--- config.mk ---
export PLATFORM = sky130hd
export DESIGN_NAME = scan_chain_ctrl
export DESIGN_NICKNAME = d
export VERILOG_FILES = /design/src/rtl/scan_chain_ctrl.sv
export SDC_FILE = /design/constraint.sdc
export NUM_CORES = 1
export LEC_CHECK = 0
export BUFFER_PORTS_ARGS = -buffer_cell sky130_fd_sc_hd__buf_4
export CORE_AREA = 2 2 72 74
export DETAILED_ROUTE_END_ITERATION = 7
export DIE_AREA = 0 0 74 76
export PLACE_DENSITY = 0.82
export SETUP_SLACK_MARGIN = 0.2
export SLEW_MARGIN = 15
export SYNTH_ARGS = -nofsm -noshare
export SYNTH_HDL_FRONTEND = slang
export SYNTH_SLANG_ARGS = --single-unit
--- constraint.sdc ---
create_clock -name CLK -period 4.8 [get_ports CLK]
set_input_delay 0.24 -clock CLK [delete_from_list [all_inputs] [get_ports CLK]]
set_output_delay 0.24 -clock CLK [all_outputs]
set_load 0.02 [all_outputs]
--- src/rtl/scan_chain_ctrl.sv ---
// scan_chain_ctrl: sequencer for a single scan chain. It takes parallel test
// patterns, shifts them serially into the chain through SE/SI, pulses one
// functional capture cycle, and unloads the captured response from SO. The
// unload happens while the next pattern shifts in, or during a final flush
// with SI held low. The result is presented as a parallel word on resp.
module scan_chain_ctrl #(
  parameter int CHAIN_LEN = 16,
  parameter int CNT_W     = $clog2(CHAIN_LEN)
) (
  input  logic                 CLK,
  input  logic                 RN,
  input  logic                 pat_valid,
  output logic                 pat_ready,
  input  logic [CHAIN_LEN-1:0] pat_in,
  input  logic                 abort,
  output logic                 SE,
  output logic                 SI,
  input  logic                 SO,
  output logic                 resp_valid,
  output logic [CHAIN_LEN-1:0] resp,
  output logic                 busy
);

  typedef enum logic [1:0] {
    IDLE  = 2'd0,
    SHIFT = 2'd1,
    CAPT  = 2'd2,
    FLUSH = 2'd3
  } state_t;

  localparam logic [CNT_W-1:0] LAST = CNT_W'(CHAIN_LEN - 1);

  state_t               state;
  logic [CHAIN_LEN-1:0] pat_q;
  logic [CHAIN_LEN-1:0] resp_sh;
  logic [CNT_W-1:0]     count;
  logic [CNT_W-1:0]     count_nxt;
  logic                 have_resp;
  logic                 accept;
  logic [CHAIN_LEN-1:0] resp_final;

  // A new pattern can only be taken while idle or during the capture cycle,
  // and never while an abort is being requested.
  assign pat_ready = ((state == IDLE) || (state == CAPT)) && !abort;
  assign accept    = pat_valid && pat_ready;
  assign busy      = (state != IDLE);
  assign count_nxt = count + CNT_W'(1);

  // Shift register contents including the bit arriving on the current edge,
  // so the last shift edge can publish a complete response word.
  always_comb begin
    resp_final        = resp_sh;
    resp_final[count] = SO;
  end

  // Main sequencer: loads patterns, captures, and unloads responses.
  always_ff @(posedge CLK or negedge RN) begin
    if (!RN) begin
      state      <= IDLE;
      SE         <= 1'b0;
      SI         <= 1'b0;
      resp       <= '0;
      resp_valid <= 1'b0;
      count      <= '0;
      have_resp  <= 1'b0;
      pat_q      <= '0;
      resp_sh    <= '0;
    end else begin
      resp_valid <= 1'b0;
      if (abort) begin
        state     <= IDLE;
        SE        <= 1'b0;
        SI        <= 1'b0;
        count     <= '0;
        have_resp <= 1'b0;
      end else if (accept) begin
        pat_q <= pat_in;
        SE    <= 1'b1;
        SI    <= pat_in[0];
        count <= '0;
        state <= SHIFT;
      end else begin
        case (state)
          IDLE: begin
            SE <= 1'b0;
          end
          SHIFT: begin
            resp_sh[count] <= SO;
            if (count == LAST) begin
              SE        <= 1'b0;
              SI        <= 1'b0;
              count     <= '0;
              state     <= CAPT;
              have_resp <= 1'b1;
              if (have_resp) begin
                resp       <= resp_final;
                resp_valid <= 1'b1;
              end
            end else begin
              count <= count_nxt;
              SI    <= pat_q[count_nxt];
            end
          end
          CAPT: begin
            SE    <= 1'b1;
            SI    <= 1'b0;
            count <= '0;
            state <= FLUSH;
          end
          FLUSH: begin
            resp_sh[count] <= SO;
            if (count == LAST) begin
              resp       <= resp_final;
              resp_valid <= 1'b1;
              SE         <= 1'b0;
              SI         <= 1'b0;
              count      <= '0;
              have_resp  <= 1'b0;
              state      <= IDLE;
            end else begin
              count <= count_nxt;
              SI    <= 1'b0;
            end
          end
          default: begin
            state <= IDLE;
            SE    <= 1'b0;
            SI    <= 1'b0;
            count <= '0;
          end
        endcase
      end
    end
  end

endmodule
======== Yosys cells after proc, flatten, opt, wreduce, memory -nomap -nowiden ========
Cells that the tools add are included.
storage, ports and cells
  bits in read-only memories .............. 0
  bits in latches ......................... 0
  input bits .............................. 21
  word-level logic and storage cells ...... 83
  output and inout bits ................... 21
  RAM bits ................................ 0
  memories ................................ 0
  bits in registers ....................... 58
cells by class
  shifts and indexed selects .............. 0
  reductions and logical operators ........ 19
  $mul .................................... 0
  bitwise gates (word level) .............. 2
  muxes and demuxes ....................... 36
  order comparisons ....................... 3
  add/sub/neg operators ................... 1
  div/mod/pow operators ................... 0
  equality and inequality tests ........... 13
operator list
  cell                                                               count
  2-to-1 mux 16 bit                                                  3
  case mux 16 bit (2 select lines)                                   1
  bitwise mux 16 bit                                                 1
  2-to-1 mux 1 bit                                                   16
  2-to-1 mux 4 bit                                                   3
  less-than comparator 4 x 5 -> 1 bit, second input constant         2
  2-to-1 mux 2 bit                                                   4
  != test 2 bit, second input constant                               4
  != test 4 bit, second input constant                               2
  case mux 4 bit (2 select lines)                                    1
  nonzero test 4 bit                                                 2
  != test 3 bit, second input constant                               2
  case mux 1 bit (2 select lines)                                    3
  case mux 2 bit (3 select lines)                                    1
  AND reduction 3 bit                                                2
  AND reduction 6 bit                                                1
  nonzero test 5 bit                                                 1
  adder 4 x 1 -> 4 bit, second input constant                        1
  binary-select mux 1 bit (select 4 bit)                             1
  demux 1 bit (select 4 bit)                                         1
  equality test 2 bit, second input constant                         2
  equality test 4 bit, second input constant                         1
  greater-or-equal comparator 4 x 1 -> 1 bit, second input constant  1
  != test 4 x 1 -> 1 bit, second input constant                      1
  12 further kinds                                                   17

======== Logic depth before layout (Yosys ltp) ========
  depth in word-level cells ............... 8
  mapped depth ............................ 7
  depth with buffers taken out ............ 6

======== Worst setup path before layout ========
No wires, ideal clock.
  path type ............................... reg-to-reg
  start ................................... register count[0]
  end ..................................... register SI
  required time ........................... 4.708 ns
  setup time .............................. 0.092 ns
  data arrival time ....................... 1.625 ns
  buffers on the path ..................... 1
  path slack .............................. 3.083 ns
  cell stages (with the launch flop) ...... 8
  period minus slack after synthesis ...... 1.717 ns
  cell sequence ........................... dfrtp_1 > buf_4 > inv_1 > ha_1 > mux4_2 > mux2i_1 > mux2_2 > o31ai_2
between the ends
  longest elaborated chain between the ends .. 7
  elaborated cells between the ends (all ways) .. 8
  those cells by class .................... add/sub (1); eq/ne (1); mux (6)
RTL lines
  what                                    RTL line  RTL
  start: declaration                      36        logic [CNT_W-1:0] count;
  start signal: assignment                100       count <= count_nxt;
  start signal: assignment                121       count <= count_nxt;
  adder 4 x 1 -> 4 bit                    47        assign count_nxt = count + CNT_W'(1);
  binary-select mux 1 bit (select 4 bit)  101       SI <= pat_q[count_nxt];
  2-to-1 mux 1 bit (implied by the code)  101
  2-to-1 mux 1 bit (*)                    89        if (count == LAST) begin
  case mux 1 bit (2 select lines) (*)     83        case (state)
  2-to-1 mux 1 bit (*)                    76        end else if (accept) begin
  2-to-1 mux 1 bit (*)                    70        if (abort) begin
  end signal: assignment                  79        SI <= pat_in[0];
  end signal: assignment                  101
  end: declaration                        17        output logic SI,
Every way passes the cells marked *; elsewhere a longest branch is shown, timed or not. The select of a mux whose other input is x is not followed.
A chain may end at the register's enable or synchronous reset.

======== Final worst setup path ========
  start ................................... register count[0]
  end ..................................... register resp[11]
between the ends
  longest elaborated chain between the ends .. 8
  elaborated cells between the ends (all ways) .. 14
  those cells by class .................... order compare (2); eq/ne (3); mux (7); reduce/logical (2)
RTL lines
  what                                                                                                                            RTL line  RTL
  less-than comparator 4 x 5 -> 1 bit (implied by the code) / greater-or-equal comparator 4 x 1 -> 1 bit (equally long branches)  53        resp_final[count] = SO;
  logical AND 1 bit (implied by the code)                                                                                         53
  2-to-1 mux 1 bit (implied by the code)                                                                                          53
  demux 1 bit (select 4 bit)                                                                                                      53
  bitwise mux 16 bit                                                                                                              53
  2-to-1 mux 16 bit                                                                                                               95        if (have_resp) begin
  2-to-1 mux 16 bit                                                                                                               89
  case mux 16 bit (2 select lines)                                                                                                83
  end signal: assignment                                                                                                          96        resp <= resp_final;
  end signal: assignment                                                                                                          113       resp <= resp_final;
  end: declaration                                                                                                                20        output logic [CHAIN_LEN-1:0] resp,
Parallel ways exist; a longest one is shown, timed or not. The select of a mux whose other input is x is not followed.

==> flow_metrics.py <==
metrics = {
    "status": {
        "status": "completed",
    },
    "die": {
        "die_y_um": 76,
        "num_rows": 26,
        "die_x_um": 74,
        "core_sq_mm": 0.00491,
        "die_area_sq_mm": 0.00562,
        "ios": 42,
        "start_util_pct": 57.8,
    },
    "finish": {
        "fill_cells": 374,
        "final_util_pct": 67.4,
        "diodes": 0,
        "register_area_sq_mm": 0.00143,
        "drive_above_1_share_pct": 27.7,
        "multi_input_area_sq_mm": 0.00127,
        "nNetsFinal": 302,
        "area_growth_pct": 16.5,
    },
    "clocking": {
        "cts_buffers": 9,
        "cts_tree": "yes",
        "cts_max_level": 3,
        "clockBufferDepth": 2,
        "cts_setup_buffers": 0,
        "clk_latency_ps": 330,
        "ctsRootBufferMaster": "clkbuf_8",
        "clk_pin_slew_worst_paths_ps": 60,
        "cts_sinks": 57,
    },
    "route": {
        "detail-route-antenna-nets": 0,
        "avgRoutedWirePerCell_um": 14.7,
        "via_count": 1870,
        "first_pass_iters": 6,
        "initialDrtViolationCount": 175,
        "drc": 0,
        "viasPerCell": 5.31,
        "routed_wl_um": 5180,
    },
    "sta": {
        "whs_ps": 117,
        "period_share_pct": 53.9,
        "setup_viol": 0,
        "slew_headroom_pct": 33.2,
        "fmax_mhz": 387,
        "slew_viol_final": 0,
        "final_hold_viol_count": 0,
        "finClkSkew_ps": 4.36,
        "period_minus_slack_ps": 2590,
        "rsz0062_at_grt": "false",
        "worst_pin_slew_ps": 999,
        "fin_setup_tns_ps": 0,
    },
    "yosys": {
        "ys_ff_latch": 57,
        "synthArstFlopShare_pct": 100,
        "yosysMostFrequentCell": "dfrtp_1",
        "synth_edf_count": 0,
        "syn-num-nets": 269,
        "synth_ff_type": "dfrtp_1",
        "synth.distinct_cells": 38,
        "synth_area_leaders": "dfrtp_1, mux2_1, mux2i_1",
        "synthTopCellsByCount": "dfrtp_1, nor2_1, mux2_1, nand2_1",
        "yosysTopAreaCellShare_pct": 50.2,
        "seq_area_frac_synth_pct": 50.2,
        "syn_area_sq_mm": 0.00284,
        "postSynthAreaPerCell_sq_um": 11.6,
        "ys_warn_count": 0,
        "netlist_instances": 244,
        "yosys.area.top_type": "dfrtp_1",
    },
    "worst_setup_path": {
        "end_kind": "flop",
        "crit_required_ps": 5060,
        "cp_slowest_stage_delay_ps": 890,
        "worstPathMaxFanout": 32,
        "cp_slowest_cell": "nor3_4",
        "critPathKind": "reg2reg",
        "worstPathCellList": "ha_1 > nand3_2 > nor3_4 > nor2_1 > a21oi_1",
        "critical_path_arrival_ps": 2840,
        "start_kind": "flop",
    },
    "grt": {
        "grt_overflow": 0,
        "grt_max_degree": 58,
        "track_usage_pct": 20.6,
        "antenna_found_initial": 0,
        "grt_pass1_wl_um": 8800,
        "grt_pass1_vias": 1839,
    },
    "placement": {
        "routabilityCongestion": 0.794,
        "port_buffers": 41,
        "place_hpwl_um": 3340,
    },
    "power_and_ir_drop": {
        "power_leakage_nw": 1.65,
        "vdd_drop_max_mv": 0.186,
        "powerDensity_mw_per_mm2": 332,
    },
    "flow_run": {
        "maxCapViolCount": 0,
    },
    "min_path": {
        "hp-class": "in2reg",
    },
}
## worst paths after layout
| kind | startpoint | to | slack [ps] | cells past startpoint |
|---|---|---|---|---|
| worst max-delay path | count[0] | resp[11] | 2210 | 5 |
| worst min-delay path | pat_in[3] | pat_q[3] | 120 | 2 |
| worst max register to register | count[0] | resp[11] | 2210 | 5 |
| worst min register to register | resp_sh[5] | resp_sh[5] | 490 | 1 |
| max in group asynchronous | RN | pat_q[6] | 3840 | 2 |
| min in group asynchronous | RN | resp[13] | 500 | 2 |
## final cells by class
| type | instances | area share [%] |
|---|---|---|
| Inverter | 3 | 0.340 |
| Sequential cell | 57 | 43.1 |
| Timing Repair Buffer | 43 | 9.83 |
| Multi-Input combinational cell | 163 | 38.4 |
| Tap cell | 70 | 2.65 |
| Clock buffer | 13 | 4.50 |
| Clock inverter | 3 | 1.21 |
## metal layers
layer  wire [um]  global-route usage (%)
met3         205                    4.63
met4         126                    10.9
met2        2400                    30.1
met5           0                       0
met1        2450                    28.5
## placed cells by master (no fill, tap or decap), types with 2 or more instances in the layout
master,synthesis,layout
dfrtp_1,57,57
buf_4,6,42
nor2_1,26,26
mux2_1,20,20
nand2_1,20,20
mux2i_1,17,17
a21oi_1,17,17
nand3_1,12,12
mux2_4,10,10
clkbuf_8,0,10
nand4_1,4,4
o21ai_1,4,4
mux4_2,4,4
ha_1,4,4
inv_1,3,3
nor2b_1,3,3
clkbuf_1,5,3
mux2_2,2,2
nor4_1,2,2
clkinv_2,0,2
## power breakdown
| group | switching, mW | internal [mW] |
|---|---|---|
| Clock | 0.182 | 0.253 |
| Combinational | 0.0515 | 0.0725 |
| Sequential | 0.0241 | 0.516 |
| Total | 0.257 | 0.841 |
## critical path: cells and delay by family (launching register included)
| family | cells | cell delay, ps |
|---|---|---|
| AO/OA/AOI/OAI | 1 | 150 |
| adder cells (fa/ha/maj) | 1 | 500 |
| flip-flops | 1 | 600 |
| AND/OR/NAND/NOR | 3 | 1240 |
## state kept, by name (all words and copies together) (netlist names)
| signal | count |
|---|---|
| SE | 1 |
| have_resp | 1 |
| count | 4 |
| resp | 16 |
| SI | 1 |
| pat_q | 16 |
| resp_valid | 1 |
| state | 2 |
| resp_sh | 15 |
## logic make-up after synthesis
kind of cell	count (synthesis)	synth area share (%)
simple gates	76	13.0
flops	57	50.2
mux	53	23.2
compound gates	27	5.64
buf+inv	24	5.07
fa+ha+maj	4	1.76
xor+xnor	3	1.19
## repair_timing
action                                  CTS  global route
endpoints found under the setup margin    0             0
hold buffers                              1             0
gates resized for setup                   0             0
endpoints found under the hold margin    57             0
## stage by stage
stage          cells  worst slack [ps]  instance area, sq um  total power [mW]
4_1_cts          352              2190                  3310              1.11
5_1_grt          352              1850                  3310              1.15
3_3_place_gp     335              2360                  3110             0.667
3_5_place_dp     335              2200                  3110             0.671
6_report         352              2210                  3310              1.10
2_1_floorplan    244              3080                  2840             0.629
No activity file was read; power rests on OpenSTA's default activity.
